### config.mk
export PLATFORM = sky130hd
export DESIGN_NAME = pc_sequencer
export DESIGN_NICKNAME = d
export VERILOG_FILES = /design/src/rtl/pc_sequencer.sv
export SDC_FILE = /design/constraint.sdc
export NUM_CORES = 1
export LEC_CHECK = 0
export CAP_MARGIN = 10
export CORE_AREA = 5 5 117 119
export DETAILED_ROUTE_END_ITERATION = 10
export DIE_AREA = 0 0 122 124
export HOLD_SLACK_MARGIN = 0.05
export PLACE_DENSITY = 0.86
export SETUP_SLACK_MARGIN = 0.2
export SLEW_MARGIN = 20
export SYNTH_ARGS = -nofsm -noshare
export SYNTH_HDL_FRONTEND = slang
export SYNTH_SLANG_ARGS = --single-unit
export TNS_END_PERCENT = 50
### constraint.sdc
create_clock -name clock -period 4.9 [get_ports clock]
set_clock_uncertainty 0.15 [all_clocks]
set_input_delay 0.98 -clock clock [delete_from_list [all_inputs] [get_ports clock]]
set_output_delay 0.98 -clock clock [all_outputs]
set_load 0.02 [all_outputs]
### src/rtl/pc_sequencer.sv
// Program counter sequencer: BOOT/RUN/HALT control, branch/jump/jr selection, link register.
// Define PC_SEQUENCER_RAS_EN to add a circular return-address stack with prediction outputs.
module pc_sequencer #(
    parameter int ADDR_WIDTH = 32,
    parameter int JUMP_WIDTH = 26,
    parameter int PC_STEP = 1,
    parameter logic [ADDR_WIDTH-1:0] RESET_VECTOR = '0,
    parameter int RAS_DEPTH = 4
) (
    input  logic                  clock,
    input  logic                  reset,
    input  logic                  stall,
    input  logic                  haltSignal,
    input  logic                  branchEqual,
    input  logic                  branchNotEqual,
    input  logic                  zero,
    input  logic                  jSignal,
    input  logic                  jalSignal,
    input  logic                  jrSignal,
    input  logic [ADDR_WIDTH-1:0] imm,
    input  logic [JUMP_WIDTH-1:0] jumpAddress,
    input  logic [ADDR_WIDTH-1:0] jumpRegister,
`ifdef PC_SEQUENCER_RAS_EN
    output logic                  rasEmpty,
    output logic [ADDR_WIDTH-1:0] rasPredict,
    output logic                  rasMiss,
`endif
    output logic [ADDR_WIDTH-1:0] pc,
    output logic                  pcValid,
    output logic                  redirect,
    output logic [ADDR_WIDTH-1:0] linkAddress,
    output logic                  linkWrite,
    output logic                  halted
);

    localparam logic [ADDR_WIDTH-1:0] STEP = ADDR_WIDTH'(PC_STEP);

    typedef enum logic [1:0] {BOOT, RUN, HALT} state_e;

    state_e                state_q, state_d;
    logic [ADDR_WIDTH-1:0] pc_q, pc_d;
    logic                  pc_valid_q, pc_valid_d;
    logic                  redirect_q, redirect_d;
    logic [ADDR_WIDTH-1:0] link_addr_q, link_addr_d;
    logic                  link_write_q, link_write_d;
    logic                  halted_q, halted_d;

    logic [ADDR_WIDTH-1:0] pc_seq;
    logic [ADDR_WIDTH-1:0] jmp_target;
    logic                  br_taken;

    assign pc_seq     = pc_q + STEP;
    assign jmp_target = {pc_q[ADDR_WIDTH-1:JUMP_WIDTH], jumpAddress};
    assign br_taken   = (branchEqual & zero) | (branchNotEqual & ~zero);

    always_comb begin
        state_d      = state_q;
        pc_d         = pc_q;
        pc_valid_d   = pc_valid_q;
        redirect_d   = redirect_q;
        link_addr_d  = link_addr_q;
        link_write_d = 1'b0;
        halted_d     = halted_q;
        case (state_q)
            BOOT: begin
                state_d    = RUN;
                pc_valid_d = 1'b1;
            end
            RUN: begin
                if (!stall) begin
                    if (haltSignal) begin
                        state_d    = HALT;
                        pc_valid_d = 1'b0;
                        halted_d   = 1'b1;
                        redirect_d = 1'b0;
                    end else begin
                        redirect_d = 1'b1;
                        if (br_taken) begin
                            pc_d = pc_q + imm;
                        end else if (jSignal || jalSignal) begin
                            pc_d = jmp_target;
                        end else if (jrSignal) begin
                            pc_d = jumpRegister;
                        end else begin
                            pc_d       = pc_seq;
                            redirect_d = 1'b0;
                        end
                        // A taken branch suppresses the link side effect of jal
                        if (jalSignal && !br_taken) begin
                            link_addr_d  = pc_seq;
                            link_write_d = 1'b1;
                        end
                    end
                end
            end
            HALT: begin
            end
            default: state_d = BOOT;
        endcase
    end

    always_ff @(posedge clock) begin
        if (reset) begin
            state_q      <= BOOT;
            pc_q         <= RESET_VECTOR;
            pc_valid_q   <= 1'b0;
            redirect_q   <= 1'b0;
            link_addr_q  <= '0;
            link_write_q <= 1'b0;
            halted_q     <= 1'b0;
        end else begin
            state_q      <= state_d;
            pc_q         <= pc_d;
            pc_valid_q   <= pc_valid_d;
            redirect_q   <= redirect_d;
            link_addr_q  <= link_addr_d;
            link_write_q <= link_write_d;
            halted_q     <= halted_d;
        end
    end

    assign pc          = pc_q;
    assign pcValid     = pc_valid_q;
    assign redirect    = redirect_q;
    assign linkAddress = link_addr_q;
    assign linkWrite   = link_write_q;
    assign halted      = halted_q;

`ifdef PC_SEQUENCER_RAS_EN
    localparam int PW = $clog2(RAS_DEPTH);
    localparam logic [PW:0] FULL = (PW+1)'(RAS_DEPTH);

    logic [ADDR_WIDTH-1:0] ras_q [RAS_DEPTH];
    logic [ADDR_WIDTH-1:0] ras_d [RAS_DEPTH];
    logic [PW-1:0]         sp_q, sp_d, sp_m1;
    logic [PW:0]           cnt_q, cnt_d;
    logic                  miss_q, miss_d;
    logic                  run_go, push, pop;
    logic [ADDR_WIDTH-1:0] top;

    assign run_go = (state_q == RUN) & ~stall & ~haltSignal;
    assign push   = run_go & jalSignal & ~br_taken;
    // jr only pops when it actually selects the next pc
    assign pop    = run_go & jrSignal & ~br_taken & ~jSignal & ~jalSignal;
    assign sp_m1  = sp_q - PW'(1);
    assign top    = ras_q[sp_m1];

    always_comb begin
        ras_d  = ras_q;
        sp_d   = sp_q;
        cnt_d  = cnt_q;
        miss_d = 1'b0;
        if (push) begin
            ras_d[sp_q] = pc_seq;
            sp_d        = sp_q + PW'(1);
            if (cnt_q != FULL) cnt_d = cnt_q + 1'b1;
        end else if (pop) begin
            if (cnt_q == '0) begin
                miss_d = 1'b1;
            end else begin
                sp_d   = sp_m1;
                cnt_d  = cnt_q - 1'b1;
                miss_d = (top != jumpRegister);
            end
        end
    end

    always_ff @(posedge clock) begin
        if (reset) begin
            sp_q   <= '0;
            cnt_q  <= '0;
            miss_q <= 1'b0;
        end else begin
            sp_q   <= sp_d;
            cnt_q  <= cnt_d;
            miss_q <= miss_d;
        end
    end

    always_ff @(posedge clock) begin
        ras_q <= ras_d;
    end

    assign rasEmpty   = (cnt_q == '0);
    assign rasPredict = top;
    assign rasMiss    = miss_q;
`endif

endmodule

==> flow_metrics.py, run 1 <==
metrics = {
    "critical_path": {
        "path_cells": "clkdlybuf4s50_1, ha_1, a21oi_1, o21ai_0, a21oi_1, o21ai_0, buf_4, a31oi_1, mux2_2, o211ai_1, or3b_1",
        "crit_path_max_fanout": 5,
        "slowest_stage": "clkdlybuf4s50_1",
        "cp-start-kind": "input pin",
        "r2r_slack_ns": 1.56,
        "r2r-end": "pc[31]",
        "crit_path_end_kind": "register",
        "cp_top_family": "compound AO/OA/AOI/OAI gates",
        "crit_buf_inv": 2,
        "ff2ff_path_depth": 10,
        "arrival_ns": 3.96,
        "critPathMaxStageDelay_ns": 0.41,
        "reg2reg_from": "pc[4]",
        "path_class": "in2reg",
        "worst_ep_required_time_ns": 4.96,
    },
    "clock_network": {
        "clock_sinks": 70,
        "cts_hold_buffers": 0,
        "cts_setup_buffers": 0,
        "post_cts_resized": 0,
        "cts_tree": "yes",
        "clk-insertion-delay-late_ns": 0.33,
        "cts_buffer_depth": 2,
        "htreeDepth": 3,
        "cts_root_buf": "clkbuf_16",
        "numCtsBuffers": 9,
        "cts.clk_slew.worst_paths_ns": 0.06,
    },
    "job": {
        "drv_cap": 0,
    },
    "sta": {
        "post-route-min-period_ns": 3.90,
        "relSlewSlack_pct": 29.9,
        "fin_hold_ws_ns": 0.314,
        "setup_tns_ns": 0,
        "rsz0062_at_grt": "false",
        "hold_viol_final": 0,
        "drv_slew": 0,
        "setup_violations": 0,
        "fin_crit_sh_pct": 79.6,
        "fmax_mhz": 256,
        "worst_pin_slew_ns": 1.04,
    },
    "place": {
        "dp_cells": 1044,
        "dpl.hpwl_um": 15300,
        "portBuffers": 167,
        "place.gp.congestion": 0.932,
        "post_dp_cell_area_um2": 7240,
    },
    "grt": {
        "grt_pass1_vias": 5689,
        "grt_max_degree": 60,
        "grt_pass1_wl_um": 30700,
        "antenna_found_initial": 0,
        "track_usage_pct": 25.8,
        "grt_overflow_total": 0,
    },
    "cells_and_area": {
        "stdcell_area_um2": 7540,
        "layout-drive-gt1-share_pct": 4.62,
        "areaGrowthSynthToFinish_pct": 38.1,
        "n_antenna_cell": 0,
        "multi_input_area_um2": 3840,
        "final-seq-area_um2": 1400,
        "fin_cells": 1060,
        "final_nets": 1016,
        "fillCellCount": 1141,
    },
    "worst_hold_path": {
        "min_to": "linkAddress[1]",
        "min_path_cells": 2,
        "hp-start": "linkAddress[1]",
        "hp-class": "reg2reg",
    },
    "die": {
        "die_w_um": 122,
        "core_area_um2": 12500,
        "start_util_pct": 43.8,
        "die_h_um": 124,
        "die_area_um2": 15100,
        "rows": 41,
        "ios": 168,
    },
    "power_and_ir_drop": {
        "power_mw": 1.80,
        "sw_frac_of_total_pct": 31.3,
        "p_sw_mw": 0.561,
        "power.internal_mw": 1.24,
        "ir_drop_mv": 0.163,
        "leakagePower_nw": 2.75,
        "pwr-share-seq_pct": 35.4,
        "pwr-share-comb_pct": 28.2,
        "power_density_nw_per_um2": 238,
        "clockPowerShare_pct": 36.3,
    },
    "drt": {
        "viasPerCell": 5.85,
        "route.vias.total": 6201,
        "ant_nets": 0,
        "wl_um": 20000,
        "drc": 0,
        "wl_per_cell_um": 18.9,
        "drtPass1Iterations": 5,
        "drt_iter0_drc": 689,
    },
    "synthesis": {
        "synth.avg_cell_area_um2": 7.38,
        "syn-cell-area_um2": 5460,
        "synth_top_area_share_pct": 25.7,
        "synth_edf_count": 0,
        "synth_nets": 873,
        "synthTopCellsByArea": "dfxtp_1 26%, ha_1 7.3%, nor2_1 6.6%, a21oi_1 6.1%, xnor2_1 5.6%",
        "synth_top_area_cell": "dfxtp_1",
        "ys.flop_type": "dfxtp_1",
        "yosys.cell_types.count": 65,
        "ys_ff_latch": 70,
        "async_flop_share_pct": 0,
        "synth_cells": 740,
        "yosys_warnings": 0,
        "ys_seq_area_share_pct": 25.7,
    },
    "status": {
        "status": "finished clean",
    },
}
## flip-flops by register name, summed over array words and instances, names as in the netlist
register / flops
redirect: 1
halted: 1
linkWrite: 1
pc: 32
pcValid: 1
linkAddress: 32
state_q: 2
## placed cells by master (no fill, tap or decap), types with 29 or more instances in the layout
cell type	netlist	layout
nor3_1	29	29
a211oi_1	38	38
a21oi_1	67	67
dfxtp_1	70	70
nor2_1	96	94
clkdlybuf4s50_1	0	166
ha_1	32	32
nand2_1	72	72
xnor2_1	35	35
o21ai_0	59	59
## worst register-to-register path: stages (launching register included)
cell and delay [ns]:
dfxtp_1 0.50, ha_1 0.33, a21oi_1 0.31, o21ai_0 0.14, a21oi_1 0.26, o21ai_0 0.14, buf_4 0.16, a31oi_1 0.32
mux2_2 0.40, o211ai_1 0.16, or3b_1 0.35
## power by group through the flow
stage | registers, mW | logic (mW) | clock network [mW]
floorplan | 0.660 | 0.265 | 0
global placement | 0.646 | 0.494 | 0
detailed placement | 0.646 | 0.498 | 0
CTS | 0.635 | 0.501 | 0.657
global route | 0.640 | 0.550 | 0.682
finish | 0.636 | 0.507 | 0.653
## cells by family after synthesis
logic type,count (synthesis),share of synthesized area [%]
AND/OR/NAND/NOR,272,23.5
flip-flops,70,25.7
adder cells (fa/ha/maj),33,7.70
AO/OA/AOI/OAI,245,28.6
buffers and inverters,57,4.17
XOR/XNOR,55,8.82
multiplexers,8,1.51
## cells in the mapped netlist, types with 4 or more instances
| cell type | number |
|---|---|
| o21bai_1 | 7 |
| a21o_1 | 11 |
| nand2b_1 | 7 |
| nand3_1 | 20 |
| mux2i_1 | 6 |
| ha_1 | 32 |
| nor3_1 | 29 |
| xnor2_1 | 35 |
| a31oi_1 | 10 |
| nor2_1 | 96 |
| o31ai_1 | 5 |
| xor2_1 | 20 |
| nor2b_1 | 5 |
| nand4_1 | 10 |
| o21ai_0 | 59 |
| clkbuf_1 | 36 |
| buf_1 | 4 |
| inv_1 | 13 |
| o211ai_1 | 4 |
| and3_1 | 10 |
| a221oi_1 | 16 |
| nand2_1 | 72 |
| dfxtp_1 | 70 |
| a211oi_1 | 38 |
| a21oi_1 | 67 |
## per-stage QoR
| stage | setup WS (ns) | util, % |
|---|---|---|
| final | 0.998 | 60.5 |
| after global routing | 0.842 | 60.5 |
| after CTS | 1.05 | 60.5 |
| after detailed placement | 0.716 | 58.1 |
| after global placement | 0.820 | 58.1 |
| after floorplan | 1.46 | - |
## how the worst max path moves through the flow
stage | slack [ns] | cells past startpoint | from | endpoint
CTS | 1.05 | 11 | imm[4] | pc[31]
floorplan | 1.46 | 9 | imm[4] | pc[31]
global route | 0.84 | 11 | imm[4] | pc[31]
global placement | 0.82 | 11 | imm[4] | pc[31]
finish | 1.0 | 11 | imm[4] | pc[31]
detailed placement | 0.72 | 11 | imm[4] | pc[31]
## layer usage
| layer | routed length, um | vias up | global-route usage (%) |
|---|---|---|---|
| met3 | 1940 | 28 | 4.04 |
| met4 | 374 | 0 | 7.35 |
| li1 | - | 3010 | - |
| met2 | 9100 | 330 | 40.8 |
| met5 | 0 | - | 0 |
| met1 | 8580 | 2833 | 36.4 |
## layout make-up
class,count,area share (%)
clock inverters,5,0.780
well taps,172,2.85
inverters,13,0.647
multi-input cells,613,50.9
clock buffers,11,3.22
repair buffers,176,23.0
flip-flops and latches,70,18.6
Note: power is estimated with default switching activity, not from simulation.
==> inputs of run 2 (changes only) <==
clock period = 3.6 ns   (was 4.9 ns; I/O delays follow)
==> flow_metrics.py, run 2 (synthesis results as in run 1) <==
metrics = {
    "status": {
        "status": "finished clean",
    },
    "clock_network": {
        "cts_hold_buffers": 0,
        "numCtsBuffers": 9,
        "cts_tree": "yes",
        "clk-insertion-delay-late_ns": 0.34,
        "cts_buffer_depth": 2,
        "cts.clk_slew.worst_paths_ns": 0.06,
        "clock_sinks": 70,
        "cts_root_buf": "clkbuf_16",
        "htreeDepth": 3,
    },
    "die": {
        "start_util_pct": 43.8,
        "die_area_um2": 15100,
        "rows": 41,
        "die_h_um": 124,
        "ios": 168,
        "core_area_um2": 12500,
        "die_w_um": 122,
    },
    "power_and_ir_drop": {
        "power_density_nw_per_um2": 324,
        "leakagePower_nw": 2.96,
        "ir_drop_mv": 0.257,
    },
    "grt": {
        "track_usage_pct": 26.6,
        "grt_max_degree": 44,
        "use_met3_pct": 5.18,
        "grt_overflow_total": 0,
        "grt_pass1_vias": 6124,
        "antenna_found_initial": 0,
        "grtUsageMet2_pct": 42.0,
        "met1_usage_pct": 35.1,
        "grt_pass1_wl_um": 31700,
        "grt_busiest_layer": "met2",
    },
    "critical_path": {
        "critPathMaxStageDelay_ns": 0.49,
        "cp-start-kind": "input pin",
        "cp_top_family": "compound AO/OA/AOI/OAI gates",
        "slowest_stage": "or4_1",
        "worst_ep_required_time_ns": 3.73,
        "crit_buf_inv": 1,
        "r2r_slack_ns": 0.52,
        "path_class": "in2reg",
        "crit_path_max_fanout": 5,
        "crit_path_end_kind": "register",
        "arrival_ns": 3.42,
        "path_cells": "clkdlybuf4s50_1, ha_1, a21oi_1, o21ai_0, a221o_1, a211oi_2, o31a_1, nor3_1, or4_1, nand3_1",
    },
    "place": {
        "portBuffers": 167,
        "dpl.hpwl_um": 16300,
        "dp_cells": 1083,
        "place.gp.congestion": 0.972,
        "post_dp_cell_area_um2": 7550,
    },
    "sta": {
        "fin_crit_sh_pct": 91.3,
        "worst_pin_slew_ns": 0.568,
        "fmax_mhz": 304,
        "relSlewSlack_pct": 62.0,
        "post-route-min-period_ns": 3.29,
        "drv_slew": 0,
        "hold_viol_final": 0,
        "rsz0062_at_grt": "true",
        "setup_violations": 0,
    },
    "job": {
        "drv_cap": 0,
    },
    "drt": {
        "route.vias.total": 6540,
        "ant_nets": 0,
        "drtPass1Iterations": 5,
        "wl_um": 20900,
        "wl_per_cell_um": 19.0,
        "drt_iter0_drc": 942,
        "drc": 0,
        "viasPerCell": 5.95,
    },
    "worst_hold_path": {
        "hp-class": "reg2reg",
    },
    "cells_and_area": {
        "layout_common_cells": "166 x clkdlybuf4s50_1, 94 x nor2_1, 72 x nand2_1, 70 x dfxtp_1, 64 x a21oi_1",
        "final_nets": 1056,
        "fin_cells": 1100,
        "stdcell_area_um2": 7890,
        "layout-drive-gt1-share_pct": 9.16,
        "layout_commonest_cell": "clkdlybuf4s50_1",
        "areaGrowthSynthToFinish_pct": 44.5,
        "n_antenna_cell": 0,
    },
}
[run 2: cell count changes in the layout (fill, tap and decap cells not counted), sizes merged]
| cell | before | now |
|---|---|---|
| buf | 10 | 50 |
| clkinv | 2 | 3 |
| clkinvlp | 2 | 1 |
| clkbuf | 11 | 10 |
| bufinv | 1 | 2 |
[run 2: cell type report]
cell class	instances	area, um^2
Sequential cell	70	1400
Clock inverter	6	86.3
Multi-Input combinational cell	613	3850
Tap cell	172	215
Timing Repair Buffer	216	2060
Fill cell	1062	4570
Inverter	13	48.8
Clock buffer	10	229
[run 2: power breakdown]
group / internal, mW / switching (mW)
combinational: 0.357 / 0.397
clock: 0.605 / 0.338
sequential: 0.808 / 0.0533
[run 2: worst paths after layout]
check,from,end,depth (start not counted)
worst max-delay path,imm[8],pc[25],10
worst min-delay path,linkAddress[1],linkAddress[1],2
worst max register to register,pc[0],pc[24],8
worst min register to register,linkAddress[1],linkAddress[1],2
[run 2: metal layers]
layer	share of wire (%)	vias to the layer above
met4	3.9	0
met3	11	68
met1	41	2965
li1	-	3086
met5	0	-
met2	44	421
[run 2: tightest hold or removal path: cells and delay by family (launching register included)]
| family | cells | cell delay, ns |
|---|---|---|
| AO/OA/AOI/OAI | 1 | 0.05 |
| flip-flops | 1 | 0.31 |
| AND/OR/NAND/NOR | 1 | 0.05 |
[run 2: repair_timing]
action / CTS / global route
gates resized for setup: 1 / 4
pin swaps: 0 / 4
setup endpoints to repair: 1 / 5
buffers inserted: 0 / 1
endpoints found under the hold margin: 0 / 0
[run 2: stage by stage]
stage               util, %  worst slack, ns  hold slack (ns)  TNS, ns  total power, mW
CTS                    63.2            0.215            0.317        0             2.54
detailed placement     60.6           -0.119            0.304   -0.196             1.61
global placement       60.6          -0.0267            0.298  -0.0267             1.60
global route           63.3            0.184            0.358        0             2.66
floorplan                 -            0.424            0.280        0             1.26
finish                 63.3            0.313            0.317        0             2.56
==> inputs of run 3 (changes only) <==
CAP_MARGIN = not set   (was 10)
==> results of run 3 <==
The final DEF is identical to that of run 2; final timing and power are the same.
==> edit 1: new RTL, settings of run 1 <==
The parameter `ADDR_WIDTH` goes from 32 to 64.
--- a/src/rtl/pc_sequencer.sv
+++ b/src/rtl/pc_sequencer.sv
@@ -3,3 +3,3 @@
 module pc_sequencer #(
-    parameter int ADDR_WIDTH = 32,
+    parameter int ADDR_WIDTH = 64,
     parameter int JUMP_WIDTH = 26,
Ports: changed (resized imm, jumpRegister, linkAddress and pc); port bits go from 168 to 296. No check against the original RTL was run, so the function may have changed too.
==> edit 1 against run 1 <==
  * The flow now stops in 3_1_place_gp_skip_io
  * Area after synthesis up 100%
==> edit 1: results <==
{
  "status": "did not finish",
  "stop_stage": "3_1_place_gp_skip_io",
  "error_line": "[ERROR GPL-0301] Utilization 102.874 % exceeds 100%.",
  "syn-num-nets": 1754,
  "avgSynthCellArea_um2": 7.24,
  "muxShareOfSynthArea_pct": 0.556,
  "synth-xor-area-share_pct": 8.65,
  "ys_top_cells_by_count": "190 x nor2_1, 142 x a21oi_1, 139 x nand2_1",
  "synth_warnings": 0,
  "ys_types": 71,
  "ys_async_sr_fraction_pct": 0,
  "synthAdderAreaFrac_pct": 7.44,
  "ys_seq_area_share_pct": 24.3,
  "synth-seq-cells": 134,
  "synth_ff_type": "dfxtp_1",
  "synth_compound_area_share_pct": 31.6,
  "ys_top_cells_by_area": "dfxtp_1 24%, ha_1 7.3%, nor2_1 6.5%"
}
-- edit 1: changes by cell type after synthesis, moves of 43 or more --
cell / delta
nor2_1: +94
dfxtp_1: +64
nand2_1: +67
a211oi_1: +47
a21oi_1: +75
clkbuf_1: +63
o21ai_0: +43
-- edit 1: logic make-up after synthesis --
logic type / Yosys count
xor+xnor: 109
simple gates: 530
mux: 6
flops: 134
fa+ha+maj: 65
buf+inv: 136
compound gates: 545
==> edit 2: new RTL, settings of run 1 <==
Made on the original files. Re-encode `state_e` (3 states) as one-hot, 3 bits wide.
--- a/src/rtl/pc_sequencer.sv
+++ b/src/rtl/pc_sequencer.sv
@@ -37,3 +37,3 @@
 
-    typedef enum logic [1:0] {BOOT, RUN, HALT} state_e;
+    typedef enum logic [2:0] {BOOT = 3'b001, RUN = 3'b010, HALT = 3'b100} state_e;
 
Behaviour: same outputs for any inputs over 4 cycles, from zero or initial values and one cycle with reset high; so few cycles prove little.
==> edit 2 against run 1 <==
  * Worst setup slack improved by 0.27 ns
  * Wire length decreased by 0.19%
  * Via count increased by 1.3%
  * Cell area increased by 0.71%
  * Hold slack got worse by 0.0072 ns
  * Power decreased by 10%
  * Area after synthesis increased by 1.8%
  * Sequential cell count increased by 1
  * Sequential power decreased by 3.6%
  * Critical endpoint is now pc[25]
  * Highest routed layer unchanged
==> edit 2: results <==
{
  "drt_iter0_markers": 596,
  "nets": 1001,
  "n_clock_buffer": 13,
  "gp_congestion": 0.925,
  "powerComb_w": 0.000354,
  "synth_compound_area_share_pct": 29.1,
  "routedWlPerCell_um": 19.1,
  "muxShareOfSynthArea_pct": 0.923,
  "ys_seq_area_share_pct": 25.6,
  "insertion_delay_ns": 0.35,
  "ys_top_cells_by_area": "dfxtp_1 26%, ha_1 7.2%, nor2_1 6.6%",
  "worstPathArrival_ns": 3.71,
  "final_util_pct": 60.9,
  "dpl-instance-area_mm2": 0.00731,
  "seq_cell_count": 71,
  "multi_input_cells": 595,
  "syn-num-nets": 849,
  "n_fill_cell": 1137,
  "grtUsageTotal_pct": 26.0,
  "pre_cts_ws_ns": 0.965,
  "clockPowerShare_pct": 39.9,
  "dp_hpwl_um": 14800,
  "layout.cells.non_filler": 1044,
  "synth-xor-area-share_pct": 8.51,
  "status": "finished, final reports clean"
}
==> edit 2: cell types whose count changed in the layout (fill, tap and decap cells not counted), moves of 5 or more <==
cell / delta
nand2_1: -15
and4_1: +7
xnor2_1: -7
o21bai_1: -5
o21ai_0: -36
o211ai_1: +5
and2_1: +7
xor2_1: +6
a221o_1: +7
nand4_1: -7
o21ai_1: +18
==> edit 2: layer usage <==
layer  part of all wire (%)  vias to the layer above  wire, µm  track usage, %
met5                      0                        -         0               0
li1                       -                     2971         -               -
met1                     40                     2906      8070            33.3
met4                    3.2                        0       629            9.87
met2                     46                      345      9100            42.5
met3                     11                       57      2160            6.54
==> edit 2: final timing paths <==
path	startpoint	to	slack, ns	cells past startpoint
worst min register to register	linkAddress[22]	linkAddress[22]	0.31	2
worst max-delay path	imm[4]	pc[25]	1.27	10
worst max register to register	pc[0]	pc[26]	1.93	10
worst min-delay path	linkAddress[22]	linkAddress[22]	0.31	2
